==> config.mk <==
export PLATFORM = sky130hd
export DESIGN_NAME = fp16_operand_sequencer
export DESIGN_NICKNAME = d
export VERILOG_FILES = /design/src/rtl/fp16_seq_pkg.sv /design/src/rtl/pb_debounce.sv /design/src/rtl/fp16_operand_sequencer.sv
export SDC_FILE = /design/constraint.sdc
export NUM_CORES = 1
export LEC_CHECK = 0
export ABC_AREA = 0
export CAP_MARGIN = 30
export CORE_MARGIN = 1.5
export CORE_UTILIZATION = 55
export CTS_BUF_LIST = sky130_fd_sc_hd__clkbuf_4
export DETAILED_ROUTE_END_ITERATION = 8
export GPL_TIMING_DRIVEN = 1
export HOLD_SLACK_MARGIN = 0.05
export PLACE_DENSITY = 0.9
export REMOVE_ABC_BUFFERS = 1
export SLEW_MARGIN = 40
export SYNTH_ARGS = -nofsm -noshare
export SYNTH_HDL_FRONTEND = slang
export SYNTH_SLANG_ARGS = --single-unit
==> constraint.sdc <==
create_clock -name clk -period 4.9 [get_ports clk]
set_input_delay 0.98 -clock clk [delete_from_list [all_inputs] [get_ports clk]]
set_output_delay 0.98 -clock clk [all_outputs]
set_load 0.02 [all_outputs]
==> src/rtl/fp16_seq_pkg.sv <==
// Shared types and FP16 field positions for the operand sequencer.
package fp16_seq_pkg;

   typedef enum logic [1:0] {
      IDLE    = 2'd0,
      SETTLE  = 2'd1,
      CAPTURE = 2'd2
   } seq_state_e;

   localparam int unsigned SIGN_BIT = 15;
   localparam int unsigned EXP_MSB  = 14;
   localparam int unsigned EXP_LSB  = 10;
   localparam int unsigned MAN_MSB  = 9;

endpackage

==> src/rtl/pb_debounce.sv <==
// Push-button conditioner: 2-flop synchroniser, stability counter and a
// registered one-cycle pulse on each accepted press.
module pb_debounce #(
   parameter int unsigned DEBOUNCE_CYCLES = 500000
) (
   input  logic clk,
   input  logic lcd_reset,
   input  logic pb_raw,
   output logic pb_level,
   output logic pb_press
);

   localparam int unsigned CW = (DEBOUNCE_CYCLES > 1) ? $clog2(DEBOUNCE_CYCLES) : 1;
   localparam logic [CW-1:0] CntLast = CW'(DEBOUNCE_CYCLES - 1);

   logic          sync1_q, sync2_q;
   logic          level_q, level_d;
   logic          press_q, press_d;
   logic [CW-1:0] cnt_q, cnt_d;
   logic          differ, accept;

   assign differ = (sync2_q != level_q);
   assign accept = differ && (cnt_q == CntLast);

   always_comb begin
      level_d = level_q;
      cnt_d   = '0;
      press_d = 1'b0;
      if (accept) begin
         level_d = sync2_q;
         press_d = sync2_q;  // only the rising edge of the debounced level
      end else if (differ) begin
         cnt_d = cnt_q + 1'b1;
      end
   end

   always_ff @(posedge clk or negedge lcd_reset) begin
      if (!lcd_reset) begin
         sync1_q <= 1'b0;
         sync2_q <= 1'b0;
         level_q <= 1'b0;
         cnt_q   <= '0;
         press_q <= 1'b0;
      end else begin
         sync1_q <= pb_raw;
         sync2_q <= sync1_q;
         level_q <= level_d;
         cnt_q   <= cnt_d;
         press_q <= press_d;
      end
   end

   assign pb_level = level_q;
   assign pb_press = press_q;

endmodule

==> src/rtl/fp16_operand_sequencer.sv <==
// Operand/result sequencer in front of the combinational FP16 adder: loads A/B
// from the keypad, waits for the adder to settle, then captures the sum into C.
module fp16_operand_sequencer
   import fp16_seq_pkg::*;
#(
   parameter int unsigned WIDTH           = 16,
   parameter int unsigned DEBOUNCE_CYCLES = 500000,
   parameter int unsigned SETTLE_CYCLES   = 4
) (
   input  logic             clk,
   input  logic             lcd_reset,
   input  logic             pb_load_a,
   input  logic             pb_load_b,
   input  logic             pb_compute,
   input  logic [WIDTH-1:0] key_word,
   input  logic [WIDTH-1:0] sum_in,
   output logic [WIDTH-1:0] a_reg,
   output logic [WIDTH-1:0] b_reg,
   output logic [WIDTH-1:0] c_reg,
   output logic             busy,
   output logic             disp_update
);

   localparam int unsigned SW = (SETTLE_CYCLES > 1) ? $clog2(SETTLE_CYCLES) : 1;
   localparam logic [SW-1:0] SettleLast = SW'(SETTLE_CYCLES - 1);

   logic press_a, press_b, press_c;
   logic lvl_a, lvl_b, lvl_c;
   logic unused_levels;

   pb_debounce #(.DEBOUNCE_CYCLES(DEBOUNCE_CYCLES)) u_db_load_a (
      .clk      (clk),
      .lcd_reset(lcd_reset),
      .pb_raw   (pb_load_a),
      .pb_level (lvl_a),
      .pb_press (press_a)
   );

   pb_debounce #(.DEBOUNCE_CYCLES(DEBOUNCE_CYCLES)) u_db_load_b (
      .clk      (clk),
      .lcd_reset(lcd_reset),
      .pb_raw   (pb_load_b),
      .pb_level (lvl_b),
      .pb_press (press_b)
   );

   pb_debounce #(.DEBOUNCE_CYCLES(DEBOUNCE_CYCLES)) u_db_compute (
      .clk      (clk),
      .lcd_reset(lcd_reset),
      .pb_raw   (pb_compute),
      .pb_level (lvl_c),
      .pb_press (press_c)
   );

   assign unused_levels = lvl_a ^ lvl_b ^ lvl_c;

   seq_state_e       state_q;
   logic [SW-1:0]    settle_q;
   logic [WIDTH-1:0] a_q, b_q, c_q;
   logic             busy_q, disp_q;

   // C is written on the last SETTLE edge so the capture lands SETTLE_CYCLES+1
   // clocks after the compute pulse; CAPTURE is the cycle that shows it.
   always_ff @(posedge clk or negedge lcd_reset) begin
      if (!lcd_reset) begin
         state_q  <= IDLE;
         settle_q <= '0;
         a_q      <= '0;
         b_q      <= '0;
         c_q      <= '0;
         busy_q   <= 1'b0;
         disp_q   <= 1'b0;
      end else begin
         disp_q <= 1'b0;
         unique case (state_q)
            IDLE: begin
               if (press_a) begin
                  a_q    <= key_word;
                  disp_q <= 1'b1;
               end else if (press_b) begin
                  b_q    <= key_word;
                  disp_q <= 1'b1;
               end else if (press_c) begin
                  state_q  <= SETTLE;
                  settle_q <= '0;
                  busy_q   <= 1'b1;
               end
            end
            SETTLE: begin
               if (settle_q == SettleLast) begin
                  c_q     <= sum_in;
                  disp_q  <= 1'b1;
                  state_q <= CAPTURE;
               end else begin
                  settle_q <= settle_q + 1'b1;
               end
            end
            CAPTURE: begin
               busy_q  <= 1'b0;
               state_q <= IDLE;
            end
            default: begin
               busy_q  <= 1'b0;
               state_q <= IDLE;
            end
         endcase
      end
   end

   assign a_reg       = a_q;
   assign b_reg       = b_q;
   assign c_reg       = c_q;
   assign busy        = busy_q;
   assign disp_update = disp_q;

endmodule

==> metrics.txt <==
status=finished clean; Final Max Slew Viols=0; Pleak=between 2 and 3 nW; setup TNS=0 ns; die width=101.5 um; DR DRC count=0; ys async rst share=100.0%; worst skew pair latency=0.52 ns; Yosys Warn Count=0; Synth Area in XOR/XNOR=~6.9%; mux cell area share after synthesis=10.83%; Distinct cells, synth=39; Hold Path Origin=u_db_compute.sync1_q; final setup fails=0; reg2reg start=u_db_load_a.cnt_q[0]; CP cell instances=clkdlybuf4s50_1; total gr overflow=0; most frequent cells in the layout=dfrtp_1 (123), clkdlybuf4s50_1 (85), nor2_1 (55); Post-DP HPWL=roughly 8 mm; fraction of layout cells with a size suffix above 1=17.63%; gpl congestion=0.8381; CTS root buf=clkbuf_4; antenna violations before repair=0; WL final=10.91 mm; CP startpoint=a_reg[5]; commonest non-fill, non-tap cell in the layout=dfrtp_1; Top FF cell, synth=dfrtp_1; largest registers=u_db_compute.cnt_q x19, u_db_load_a.cnt_q x19, u_db_load_b.cnt_q x19; drt pass-1 iters=4; r2r endpoint=u_db_load_a.cnt_q[18]; largest net degree at the start of global routing=58; Yosys reg bits=123; TritonCTS clock tree=done; CP Max Fanout=2; skew final=0.01485 ns; Adder-Cell Fraction of Synth Area=0.9379%; EDFF count, synth=0; Worst-Margin Slew=0.6950 ns; clock sink count=123; Hold Path Stages=0; Layout Utilization=70.64%; Compound-Gate Fraction of Synth Area=4.736%; register-to-register setup slack=2.63 ns; Resized Gates After CTS=0; CP max-delay cell=clkdlybuf4s50_1; CP Depth=1; DR WL/cell=15.93 um; CTS buffer count=17; ANT nets after route=0; Crit path required time=3.92 ns; DRT iter0 DRCs=approximately 140; Worst path top cell family by delay=buffers and inverters; Port Buffers=86; Critical Path End=a_reg[5]; Mapped Avg Cell Area=12.05 um2; Slew headroom=between 50% and 60%; max incr delay on CP=0.63 ns; fin crit share=51.29%; Die Span Y=101.5 um; number of global-route vias before repair=roughly 3,800; CTS max path bufs=2; worst min path class=flop to flop; WS Path Type=flop to output port; CTS H-tree depth=4; final hold viol count=0; Worst Path Buf+Inv=1; P per Cell Area=261.8 nW/um2; hold buffers post-CTS=0; die area=10,300 um2; critical path launch point type=flop; R2R depth=5; row count=35; fin crit period=2.513 ns; routed vias=between 3,000 and 4,000; global-route wire length before repair=roughly 18 mm; Ports=87; Worst Path Arrival=1.53 ns; f_max=0.3979 GHz; # Max-Cap Violations=0; clock-pin slew on the worst setup and hold paths=0.10 ns; postcts setup bufs=0; core area=9328 um2; vias per std cell=5.453; Post-Synth Simple-Gate Area=roughly 17%; fin nets=588; Seq/Total Area, Yosys=57.68%; RSZ-0062 raised after global routing=false; starting density of the core=a little under three fifths; Max VDD drop=0.1920 mV; mapped cell area=roughly 5300 um2; area growth from synthesis to layout=23.47%; Mapped Cells=roughly 440; GRT Resource Usage Total=22.48%; largest family of logic cells by synthesized area=simple AND/OR/NAND/NOR gates; ant diodes=0; Crit. End Element=output port
[worst min path at each step]
stage	endpoint
CTS	u_db_compute.cnt_q[2]
finish	u_db_compute.sync2_q
floorplan	u_db_compute.sync2_q
global placement	u_db_compute.sync2_q
detailed placement	u_db_load_b.sync2_q
global route	busy
[area by class of cell]
type	instances	area, um2
flip-flops and latches	123	3078
fillers	648	2739
multi-input cells	302	2190
repair buffers	93	910.9
well taps	129	161.4
clock buffers	21	157.7
clock inverters	7	53.80
inverters	10	37.54
[worst register-to-register path, stage by stage, from the launching register on]
cell	delay, ns
dfrtp_1	0.42
ha_1	0.23
nand4_1	0.39
o41ai_4	0.78
buf_4	0.28
a21oi_1	0.05
[per-stage QoR]
step	hold WS, ns	total power [mW]	instance area [um2]	instances	setup slack, ns
2_1_floorplan	0.3312	1.092	5296	435	2.857
3_3_place_gp	0.3343	1.160	6347	653	2.743
3_5_place_dp	0.3363	1.165	6362	655	2.641
4_1_cts	0.3574	1.746	6574	683	2.338
5_1_grt	0.3615	1.799	6589	685	2.310
6_report	0.3650	1.725	6589	685	2.387
[kinds of logic after synthesis]
group	Yosys count
and+or+nand+nor	173
DFF	123
muxes	51
xor gates and xnor gates	42
AOI/OAI and AO/OA	32
buffers and inverters	18
adders and majority gates	4
[metal layers]
metal,track usage (%),wire [um],vias up,part of all wire [%]
met5,0,0,-,0
met4,8.654,185,0,1.7
met3,7.039,564,21,5.2
met2,37.33,5667,90,52
met1,27.54,4496,1844,41
li1,-,-,1780,-
[synthesized netlist by cell type, types with 10 or more instances]
master	count	area share, %
xnor2_1	35	5.7
nor3_1	12	1.1
nand3_1	20	1.9
nand4_1	11	1.3
inv_1	10	0.70
dfrtp_1	123	58
a21oi_1	14	1.3
mux2_2	50	11
nor4_1	10	1.2
nor2_1	55	3.9
nand2_1	23	1.6
[power breakdown]
group | switching, mW | internal, mW
clock | 0.327 | 0.254
sequential | 0.0124 | 1.03
combinational | 0.0504 | 0.0525
Note: power is estimated with default switching activity, not from simulation.
